--- src/rtl/fetch_stage_if.sv ---
// rtl/fetch_stage_if.sv - fetch stage bus: instruction memory port, decode redirects, IF/ID outputs
interface fetch_stage_if;
    logic [31:0] pc_out;
    logic [31:0] instr_in;
    logic        stall;
    logic        branch_taken;
    logic [15:0] branch_offset;
    logic        jump;
    logic [25:0] jump_index;
    logic        jr;
    logic [31:0] jr_target;
    logic [31:0] ifid_instr;
    logic [31:0] ifid_pc_plus1;
    logic        ifid_valid;
    logic        halted;
    logic        fetch_error;

    modport master (
        output pc_out, ifid_instr, ifid_pc_plus1, ifid_valid, halted, fetch_error,
        input  instr_in, stall, branch_taken, branch_offset, jump, jump_index, jr, jr_target
    );

    modport slave (
        input  pc_out, ifid_instr, ifid_pc_plus1, ifid_valid, halted, fetch_error,
        output instr_in, stall, branch_taken, branch_offset, jump, jump_index, jr, jr_target
    );
endinterface

--- src/rtl/fetch_stage.sv ---
// rtl/fetch_stage.sv - program counter and IF/ID register with redirect, stall, halt and range error
module fetch_stage #(
    parameter logic [31:0] RESET_PC   = 32'd0,
    parameter logic [31:0] IMEM_DEPTH = 32'd32,
    parameter logic [31:0] HALT_INSTR = 32'hFC000000
) (
    input  logic          clk,
    input  logic          reset,
    fetch_stage_if.master bus
);

    typedef enum logic [1:0] {
        S_FETCH = 2'd0,
        S_HALT  = 2'd1,
        S_ERROR = 2'd2
    } state_t;

    state_t      state, state_n;
    logic [31:0] pc, pc_n;
    logic [31:0] ifid_instr, ifid_instr_n;
    logic [31:0] ifid_pc_plus1, ifid_pc_plus1_n;
    logic        ifid_valid, ifid_valid_n;
    logic        halted, halted_n;
    logic        fetch_error, fetch_error_n;

    logic        redirect;
    logic [31:0] target;
    logic [31:0] pc_plus1;

    assign pc_plus1 = pc + 32'd1;

    // Redirects come from the instruction sitting in IF/ID, so a squashed slot cannot redirect.
    assign redirect = ifid_valid & (bus.jr | bus.jump | bus.branch_taken);

    always_comb begin
        target = ifid_pc_plus1 + {{16{bus.branch_offset[15]}}, bus.branch_offset};
        if (bus.jr) begin
            target = bus.jr_target;
        end else if (bus.jump) begin
            target = {ifid_pc_plus1[31:26], bus.jump_index};
        end
    end

    always_ff @(posedge clk) begin
        if (reset) begin
            state         <= S_FETCH;
            pc            <= RESET_PC;
            ifid_instr    <= 32'd0;
            ifid_pc_plus1 <= 32'd0;
            ifid_valid    <= 1'b0;
            halted        <= 1'b0;
            fetch_error   <= 1'b0;
        end else begin
            state         <= state_n;
            pc            <= pc_n;
            ifid_instr    <= ifid_instr_n;
            ifid_pc_plus1 <= ifid_pc_plus1_n;
            ifid_valid    <= ifid_valid_n;
            halted        <= halted_n;
            fetch_error   <= fetch_error_n;
        end
    end

    always_comb begin
        state_n         = state;
        pc_n            = pc;
        ifid_instr_n    = ifid_instr;
        ifid_pc_plus1_n = ifid_pc_plus1;
        ifid_valid_n    = 1'b0;

        case (state)
            S_FETCH: begin
                ifid_valid_n = ifid_valid;
                if (redirect) begin
                    pc_n         = target;
                    ifid_valid_n = 1'b0;
                end else if (bus.stall) begin
                    ifid_valid_n = ifid_valid;
                end else if (pc >= IMEM_DEPTH) begin
                    state_n      = S_ERROR;
                    ifid_valid_n = 1'b0;
                end else if (bus.instr_in == HALT_INSTR) begin
                    state_n      = S_HALT;
                    ifid_valid_n = 1'b0;
                end else begin
                    ifid_instr_n    = bus.instr_in;
                    ifid_pc_plus1_n = pc_plus1;
                    ifid_valid_n    = 1'b1;
                    pc_n            = pc_plus1;
                end
            end
            default: begin
                ifid_valid_n = 1'b0;
            end
        endcase

        halted_n      = (state_n == S_HALT);
        fetch_error_n = (state_n == S_ERROR);
    end

    assign bus.pc_out        = pc;
    assign bus.ifid_instr    = ifid_instr;
    assign bus.ifid_pc_plus1 = ifid_pc_plus1;
    assign bus.ifid_valid    = ifid_valid;
    assign bus.halted        = halted;
    assign bus.fetch_error   = fetch_error;

endmodule

--- src/flat_wrapper.sv ---
// flat-port wrapper written by rule: the top's interface ports become plain ports
module fetch_stage_flat 
#(
    parameter logic [31:0] RESET_PC   = 32'd0,
    parameter logic [31:0] IMEM_DEPTH = 32'd32,
    parameter logic [31:0] HALT_INSTR = 32'hFC000000
)
  (clk, reset, bus_pc_out, bus_ifid_instr, bus_ifid_pc_plus1, bus_ifid_valid, bus_halted, bus_fetch_error, bus_instr_in, bus_stall, bus_branch_taken, bus_branch_offset, bus_jump, bus_jump_index, bus_jr, bus_jr_target);
  fetch_stage_if bus_i ();
  input  logic clk;
  input  logic reset;
  output wire logic [$bits(bus_i.pc_out)-1:0] bus_pc_out;
  output wire logic [$bits(bus_i.ifid_instr)-1:0] bus_ifid_instr;
  output wire logic [$bits(bus_i.ifid_pc_plus1)-1:0] bus_ifid_pc_plus1;
  output wire logic [$bits(bus_i.ifid_valid)-1:0] bus_ifid_valid;
  output wire logic [$bits(bus_i.halted)-1:0] bus_halted;
  output wire logic [$bits(bus_i.fetch_error)-1:0] bus_fetch_error;
  input wire logic [$bits(bus_i.instr_in)-1:0] bus_instr_in;
  input wire logic [$bits(bus_i.stall)-1:0] bus_stall;
  input wire logic [$bits(bus_i.branch_taken)-1:0] bus_branch_taken;
  input wire logic [$bits(bus_i.branch_offset)-1:0] bus_branch_offset;
  input wire logic [$bits(bus_i.jump)-1:0] bus_jump;
  input wire logic [$bits(bus_i.jump_index)-1:0] bus_jump_index;
  input wire logic [$bits(bus_i.jr)-1:0] bus_jr;
  input wire logic [$bits(bus_i.jr_target)-1:0] bus_jr_target;
  assign bus_pc_out = bus_i.pc_out;
  assign bus_ifid_instr = bus_i.ifid_instr;
  assign bus_ifid_pc_plus1 = bus_i.ifid_pc_plus1;
  assign bus_ifid_valid = bus_i.ifid_valid;
  assign bus_halted = bus_i.halted;
  assign bus_fetch_error = bus_i.fetch_error;
  assign bus_i.instr_in = bus_instr_in;
  assign bus_i.stall = bus_stall;
  assign bus_i.branch_taken = bus_branch_taken;
  assign bus_i.branch_offset = bus_branch_offset;
  assign bus_i.jump = bus_jump;
  assign bus_i.jump_index = bus_jump_index;
  assign bus_i.jr = bus_jr;
  assign bus_i.jr_target = bus_jr_target;
  fetch_stage #(.RESET_PC(RESET_PC), .IMEM_DEPTH(IMEM_DEPTH), .HALT_INSTR(HALT_INSTR)) u_core (.clk(clk), .reset(reset), .bus(bus_i));
endmodule
--- config.mk ---
export PLATFORM = sky130hd
export DESIGN_NAME = fetch_stage_flat
export DESIGN_NICKNAME = d
export VERILOG_FILES = /design/src/rtl/fetch_stage_if.sv /design/src/rtl/fetch_stage.sv /design/src/flat_wrapper.sv
export SDC_FILE = /design/constraint.sdc
export NUM_CORES = 1
export LEC_CHECK = 0
export CAP_MARGIN = 0
export CORE_ASPECT_RATIO = 1.4
export CORE_MARGIN = 1
export CORE_UTILIZATION = 47
export CTS_BUF_LIST = sky130_fd_sc_hd__clkbuf_8
export CTS_CLUSTER_SIZE = 40
export DETAILED_ROUTE_END_ITERATION = 8
export PLACE_DENSITY_LB_ADDON = 0.12
export SYNTH_ARGS = -nofsm -noshare
export SYNTH_HDL_FRONTEND = slang
export SYNTH_SLANG_ARGS = --single-unit
--- constraint.sdc ---
create_clock -name clk -period 4.3 [get_ports clk]
set_clock_uncertainty 0.2 [all_clocks]
set_input_delay 1.29 -clock clk [delete_from_list [all_inputs] [get_ports clk]]
set_output_delay 1.29 -clock clk [all_outputs]
set_load 0.05 [all_outputs]
== Word-level counts from Yosys, hierarchy flattened ==
Cells that the tools add are included.

* Bitwise operators: 8
* Order comparisons: 1
* Add/subtract/negate cells: 2
* Reductions and logical operators: 4
* Muxes and demuxes: 13
* Eq/ne operators: 6

{| class="wikitable"
|+ Operator list
! kind !! number
|-
| two-way mux 32 bit || 6
|-
| adder 32 x 1 -> 32 bit (second input constant) || 1
|-
| adder 32 bit || 1
|-
| equality test 32 bit (second input constant) || 1
|-
| >= comparator 32 x 6 -> 1 bit (second input constant) || 1
|-
| two-way mux 2 bit || 5
|-
| != test 2 x 1 -> 1 bit (second input constant) || 3
|-
| NOT 1 bit || 5
|-
| AND reduction 5 bit || 1
|-
| AND reduction 4 bit || 1
|-
| OR reduction 3 bit || 1
|-
| equality test 2 x 1 -> 1 bit (second input constant) || 1
|-
| equality test 2 bit (second input constant) || 1
|-
| zero test 2 bit || 1
|-
| two-way mux 1 bit || 2
|-
| bitwise OR 1 bit || 2
|-
| AND 1 bit || 1
|}

* Input bits: 112
* Register bits after elaboration: 101

== Longest topological paths before layout ==
Gate-level depths: netlist of run 1.

* Depth in word-level cells: 7
* Depth in mapped cells: 11
* Gate-level depth less buffers: 11

== Worst setup path before layout of run 1 ==
Ideal clock, no wire load.

* Path type: input to register
* Start: input bus_branch_offset[0]
* End: register u_core.pc[16], in the netlist u_core.bus.pc_out[16]
* Required time: 3.975 ns
* Path slack: 0.523 ns
* Arrival: 3.452 ns
* Stages on the path: 11
* Path through: ha_1 -> fa_1 -> a21oi_1 -> o21ai_1 -> and4_1 -> o31a_1 -> a221o_1 -> xnor2_1 -> nor2_1 -> a211oi_1 -> o21ai_0

* Cells in the longest elaborated chain, start to end: 4

{| class="wikitable"
|+ RTL lines
! item !! RTL line !! text
|-
| start, declared || flat_wrapper.sv:21 || <nowiki>input wire logic [$bits(bus_i.branch_offset)-1:0] bus_branch_offset;</nowiki>
|-
| adder 32 bit || fetch_stage.sv:36 || <nowiki>target = ifid_pc_plus1 + {{16{bus.branch_offset[15]}}, bus.branch_offset};</nowiki>
|-
| two-way mux 32 bit || fetch_stage.sv:39 || <nowiki>end else if (bus.jump) begin</nowiki>
|-
| two-way mux 32 bit || fetch_stage.sv:37 || <nowiki>if (bus.jr) begin</nowiki>
|-
| two-way mux 32 bit || fetch_stage.sv:74 || <nowiki>if (redirect) begin</nowiki>
|-
| end signal, assigned || fetch_stage.sv:55 || <nowiki>pc <= pc_n;</nowiki>
|-
| end, declared || fetch_stage.sv:19 || <nowiki>logic [31:0] pc, pc_n;</nowiki>
|}

No other way between the ends.
A chain may end at the register's enable or synchronous reset.

== Final worst setup path of run 1 ==
Same ends and word-level chain as after synthesis.

==> reports/qor.csv, run 1 <==
metric;value;unit
n_diodes;0;
Clock Sinks;101;
PD cells;494;nW/um2
CTS Buf Count;9;
critical path endpoint category;flip-flop;
most common cell after layout, fill and taps aside;clkdlybuf4s50_1;
routability cong.;0.915;
first-pass GRT wire length;32500;um
Synth Flop Type;dfxtp_1;
sequential-to-total area share from yosys stat;0.338;
Crit path largest cell delay;0.45;ns
Ports;211;
internal power;2.27;mW
Layout Cells excl Fill;1151;
flop2flop setup slack;1.25;ns
final number of hold-violating endpoints;0;
final hold slack;0.261;ns
Worst slew margin;0.544;
minimum clock period;4.11;ns
share of cells above drive strength 1;0.0819;
CP Class;in2reg;
ANT nets after route;0;
Synth Net Count;914;
yosys warns;0;
area of the core;12400;um2
worst endpoint required time;4.37;ns
crit-path cells;clkdlybuf4s50_1 -> ha_1 -> fa_1 -> a21oi_2 -> o21ai_1 -> and4_1 -> o31a_1 -> a221o_1 -> xnor2_1 -> nor2_1 -> a211oi_1 -> o21ai_0;
Die X;97.4;um
outcome;finished clean;
clk slew on worst S/H paths;0.11;ns
slowest cell on the critical path;clkdlybuf4s50_1;
Remaining Overflow, GRT;0;
hold_buf cts;0;
CTS tree;yes;
Die ar.;13200;um2
Adder-Cell Fraction of Synth Area;0.0723;
Leak;3.51;nW
VDD IR max;0.000399;V
mux cell area share after synthesis;0.0119;
Post-route DRC;0;
largest net degree at the start of global routing;44;
Worst setup SP type;primary input;
crit-path max FO;3;
CTS HTree Levels;3;
final setup vio count;0;
DRT Pass-1 Iters;5;
Fill cells;1032;
Buf+Inv Stages, Crit Path;1;
total track usage;0.312;
EDFF count, synth;0;
critical path arrival;4.18;ns
1st-iter DRT viols;324;
compound-gate portion of the synthesized area;0.255;
post-placement cell count;1135;
most frequent cells in the layout;clkdlybuf4s50_1 (209), nand2_1 (149), dfxtp_1 (101);
P_sw;2.02;mW
WL/cell;18.5;um
number of global-route vias before repair;6585;
Cells after Synth;768;
sequential share of power;0.291;
Logic pwr share;0.543;
later-pin clock latency in the skew report;0.38;ns
Port Buffers;210;
delay-heaviest family, CP;compound AO/OA/AOI/OAI gates;
Clk pwr share;0.166;
slew of the pin with the lowest slew margin;0.677;ns
worst min path class;reg2reg;
Sw Share;0.470;
XOR/XNOR Fraction of Synth Area;0.0381;
Final nets;1142;
async set-reset flop share out of synthesis;0;
Routed WL;21300;um
# rows;48;
fmax;0.243;GHz
flops & latches, synth;101;
period utilisation layout;0.957;
initial antenna violation count;0;
Initial Util;0.484;
HPWL after detailed placement;16500;um
clock root buffer;clkbuf_8;
pins over their slew limit;0;
Yosys cell types;65;
Total Power;4.29;mW
Vias/cell;5.83;
Area Overhead vs Synth;45.0;%
Max-cap violations;0;
clock buffer depth;2;
Post-Synth Simple-Gate Area;0.244;
Die Ht;136;um
Avg Inst Size Synth;7.79;um2
vias post-DR;6715;
RSZ-0062 raised after global routing;false;
Post-Syn Area;5980;um2
largest family of logic cells by synthesized area;compound AO/OA/AOI/OAI gates;
cell families after synthesis:
family          count (synthesis)
fa+ha+maj                      34
compound gates                238
xor+xnor                       26
flops                         101
simple gates                  311
mux                             7
buf+inv                        51
power groups by stage:
stage	Clock [mW]	Sequential (mW)	Combinational, mW
after CTS	0.718	1.25	2.33
final	0.710	1.25	2.33
after detailed placement	0	1.27	2.32
after global placement	0	1.26	2.27
after global routing	0.751	1.27	2.47
after floorplan	0	1.85	0.903
worst min-delay path: stages, from the launching register on:
cell and delay (ns):
dfxtp_1 0.32, nand2_1 0.05, a21oi_1 0.05
registers in the layout, summed over array words and instances (netlist names):
| name | cells |
|---|---|
| u_core.bus.fetch_error | 1 |
| u_core.bus.halted | 1 |
| u_core.bus.ifid_instr | 32 |
| u_core.bus.ifid_pc_plus1 | 32 |
| u_core.bus.ifid_valid | 1 |
| u_core.bus.pc_out | 32 |
| u_core.state | 2 |
cell type report:
type	instances	area (um2)	share of cell area
Timing Repair Buffer	256	2450	0.283
Tap cell	150	188	0.0216
Multi-Input combinational cell	616	3730	0.431
Sequential cell	101	2020	0.233
Clock buffer	9	124	0.0143
Inverter	12	45.0	0.00519
Clock inverter	7	106	0.0123
repair_timing:
action	CTS	global route
resized for setup	0	3
hold endpoints to repair	0	0
setup buffers	0	0
setup endpoints to repair	0	3
synth_stat cells, types with 5 or more instances:
| cell type | number | area share |
|---|---|---|
| nor2_1 | 57 | 0.036 |
| nand2_1 | 149 | 0.093 |
| nand3_1 | 8 | 0.0067 |
| o21bai_1 | 6 | 0.0075 |
| o21ai_0 | 45 | 0.038 |
| xnor2_1 | 13 | 0.019 |
| xor2_1 | 13 | 0.019 |
| a21oi_1 | 89 | 0.074 |
| a21o_1 | 20 | 0.025 |
| a211oi_1 | 12 | 0.015 |
| dfxtp_1 | 101 | 0.34 |
| and2_1 | 30 | 0.031 |
| nand2b_1 | 5 | 0.0052 |
| o211ai_1 | 8 | 0.010 |
| nor4_1 | 15 | 0.016 |
| and3_1 | 6 | 0.0063 |
| buf_2 | 9 | 0.0075 |
| clkbuf_1 | 21 | 0.013 |
| o221ai_1 | 7 | 0.010 |
| nor3_1 | 10 | 0.0084 |
| inv_1 | 12 | 0.0075 |
| ha_1 | 33 | 0.069 |
| nand4_1 | 7 | 0.0073 |
| a22oi_1 | 5 | 0.0063 |
| mux2i_1 | 6 | 0.010 |
| o21ai_1 | 5 | 0.0042 |
layer usage:
metal / share of wire / vias to the layer above / routed length [um] / track usage
met1: 0.38 / 3132 / 8040 / 0.342
met4: 0.039 / 0 / 824 / 0.157
met5: 0 / - / 0 / 0
met3: 0.067 / 62 / 1440 / 0.0470
met2: 0.52 / 318 / 11000 / 0.580
li1: - / 3203 / - / -
final timing paths:
path | startpoint | end | cells after the start
worst max-delay path | bus_branch_offset[0] | u_core.bus.pc_out[16] | 12
worst max register to register | u_core.bus.ifid_pc_plus1[0] | u_core.bus.pc_out[16] | 11
worst min-delay path | u_core.bus.ifid_instr[3] | u_core.bus.ifid_instr[3] | 2
worst min register to register | u_core.bus.ifid_instr[3] | u_core.bus.ifid_instr[3] | 2
through the flow:
step / worst slack [ns] / utilization / TNS, ns / instance area, um2
6_report: 0.187 / 0.701 / 0 / 8670
5_1_grt: 0.0129 / 0.701 / 0 / 8670
4_1_cts: 0.174 / 0.700 / 0 / 8660
3_5_place_dp: -0.202 / 0.681 / -0.829 / 8430
3_3_place_gp: -0.192 / 0.681 / -0.659 / 8430
2_1_floorplan: 0.523 / - / 0 / 5980
Power figures use the tool's default switching activity.
==> inputs of run 2 (changes only) <==
--- a/config.mk
+++ b/config.mk
@@ -13,6 +13,7 @@
 export CTS_CLUSTER_SIZE = 40
 export DETAILED_ROUTE_END_ITERATION = 8
 export PLACE_DENSITY_LB_ADDON = 0.12
+export SLEW_MARGIN = 30
 export SYNTH_ARGS = -nofsm -noshare
 export SYNTH_HDL_FRONTEND = slang
 export SYNTH_SLANG_ARGS = --single-unit
==> results of run 2 <==
Final layout, timing and power as in run 1 (identical DEF).
==> inputs of run 3 (changes only) <==
==> constraint.sdc (replaced) <==
create_clock -name clk -period 3.85 [get_ports clk]
set_clock_uncertainty 0.2 [all_clocks]
set_input_delay 1.155 -clock clk [delete_from_list [all_inputs] [get_ports clk]]
set_output_delay 1.155 -clock clk [all_outputs]
set_load 0.05 [all_outputs]
==> reports/qor.csv, run 3 (synthesis results as in run 1) <==
metric;value;unit
Post-route DRC;0;
slew of the pin with the lowest slew margin;0.724;ns
Crit path largest cell delay;0.41;ns
final number of hold-violating endpoints;0;
CP Class;in2reg;
minimum clock period;3.77;ns
slowest cell on the critical path;clkdlybuf4s50_1;
CP Launch Point;bus_branch_offset[14];
worst min path class;reg2reg;
number of global-route vias before repair;6847;
crit-path max FO;2;
DRT Pass-1 Iters;5;
most common cell after layout, fill and taps aside;clkdlybuf4s50_1;
final setup vio count;0;
Final nets;1196;
clock buffer depth;2;
largest net degree at the start of global routing;44;
Clock Sinks;101;
Ports;211;
WL/cell;18.1;um
crit-path cells;clkdlybuf4s50_1 -> ha_1 -> a21o_1 -> a21o_1 -> a221o_1 -> a221o_1 -> a21oi_2 -> nand2_1 -> a21oi_1 -> mux2_2 -> o21ai_1;
hold_buf cts;0;
DP Worst Slack;-0.670;ns
critical path arrival;3.89;ns
share of cells above drive strength 1;0.140;
Reg2Reg Launch Point;u_core.bus.ifid_pc_plus1[0];
vias post-DR;6917;
worst endpoint required time;3.97;ns
Remaining Overflow, GRT;0;
VDD IR max;0.000341;V
PD cells;520;nW/um2
period utilisation layout;0.978;
later-pin clock latency in the skew report;0.39;ns
routability cong.;0.932;
dpl cell area;8830;um2
Die X;97.4;um
final setup margin;0.0836;ns
Worst slew margin;0.513;
Die ar.;13200;um2
Routed WL;21800;um
# rows;48;
ANT nets after route;0;
Worst setup SP type;primary input;
pins over their slew limit;0;
clk slew on worst S/H paths;0.10;ns
total track usage;0.319;
Area Overhead vs Synth;52.6;%
setup TNS;0;ns
CTS HTree Levels;3;
Port Buffers;210;
area of the core;12400;um2
1st-iter DRT viols;312;
initial antenna violation count;0;
Vias/cell;5.74;
CTS tree;yes;
first-pass GRT wire length;33500;um
critical path endpoint category;flip-flop;
Max-cap violations;0;
Initial Util;0.484;
Leak;3.78;nW
Min-Delay Startpoint;u_core.bus.ifid_instr[19];
HPWL after detailed placement;16900;um
CTS Buf Count;9;
outcome;finished clean;
flop2flop setup slack;0.89;ns
Die Ht;136;um
most frequent cells in the layout;clkdlybuf4s50_1 (208), nand2_1 (148), dfxtp_1 (101);
clock root buffer;clkbuf_8;
cell area after layout;9140;um2
n_diodes;0;
fmax;0.266;GHz
RSZ-0062 raised after global routing;false;
run 3: changes by cell type in the layout (fill, tap and decap cells not counted), moves of 2 or more:
cell / previous run / this run
a21oi_2: 4 / 10
a21oi_1: 88 / 81
buf_4: 45 / 98
bufinv_16: 2 / 0
run 3: repair_timing:
action | CTS | global route
pin swaps | 0 | 10
resized for setup | 5 | 17
endpoints found under the setup margin | 5 | 7
gates cloned | 0 | 0
setup buffers | 0 | 2
run 3: through the flow:
stage	instances	hold WS (ns)	power [mW]	utilization
final	1205	0.258	4.75	0.738
after global routing	1205	0.282	4.98	0.738
after CTS	1203	0.261	4.75	0.731
after detailed placement	1187	0.246	4.07	0.714
after global placement	1187	0.243	4.00	0.714
after floorplan	768	0.293	3.08	-
run 3: final timing paths:
kind / to / cells past startpoint
worst max-delay path: u_core.bus.pc_out[29] / 11
worst min-delay path: u_core.bus.ifid_instr[19] / 2
worst max register to register: u_core.bus.pc_out[16] / 11
worst min register to register: u_core.bus.ifid_instr[19] / 2
run 3: layout make-up:
class | count | area (um2)
multi-input cells | 616 | 3810
fillers | 992 | 3240
repair buffers | 310 | 2880
flip-flops and latches | 101 | 2020
well taps | 150 | 188
clock buffers | 10 | 138
clock inverters | 6 | 55.1
inverters | 12 | 45.0
run 3: report_power, final:
group / internal (mW) / switching, mW / total, mW
Sequential: 1.25 / 0.148 / 1.40
Combinational: 0.969 / 1.70 / 2.67
Clock: 0.264 / 0.412 / 0.677
Total: 2.48 / 2.26 / 4.75
run 3: critical path, delay by kind of cell:
kind	cells	cell delay, ns
AO/OA/AOI/OAI	7	1.55
adder cells (fa/ha/maj)	1	0.31
buffers and inverters	1	0.41
multiplexers	1	0.36
AND/OR/NAND/NOR	1	0.09
run 3: layer usage:
layer,track usage,vias up,wire (um)
met3,0.0568,68,1220
met2,0.602,291,11400
met1,0.340,3256,8290
met4,0.155,0,844
li1,-,3302,-
met5,0,-,0
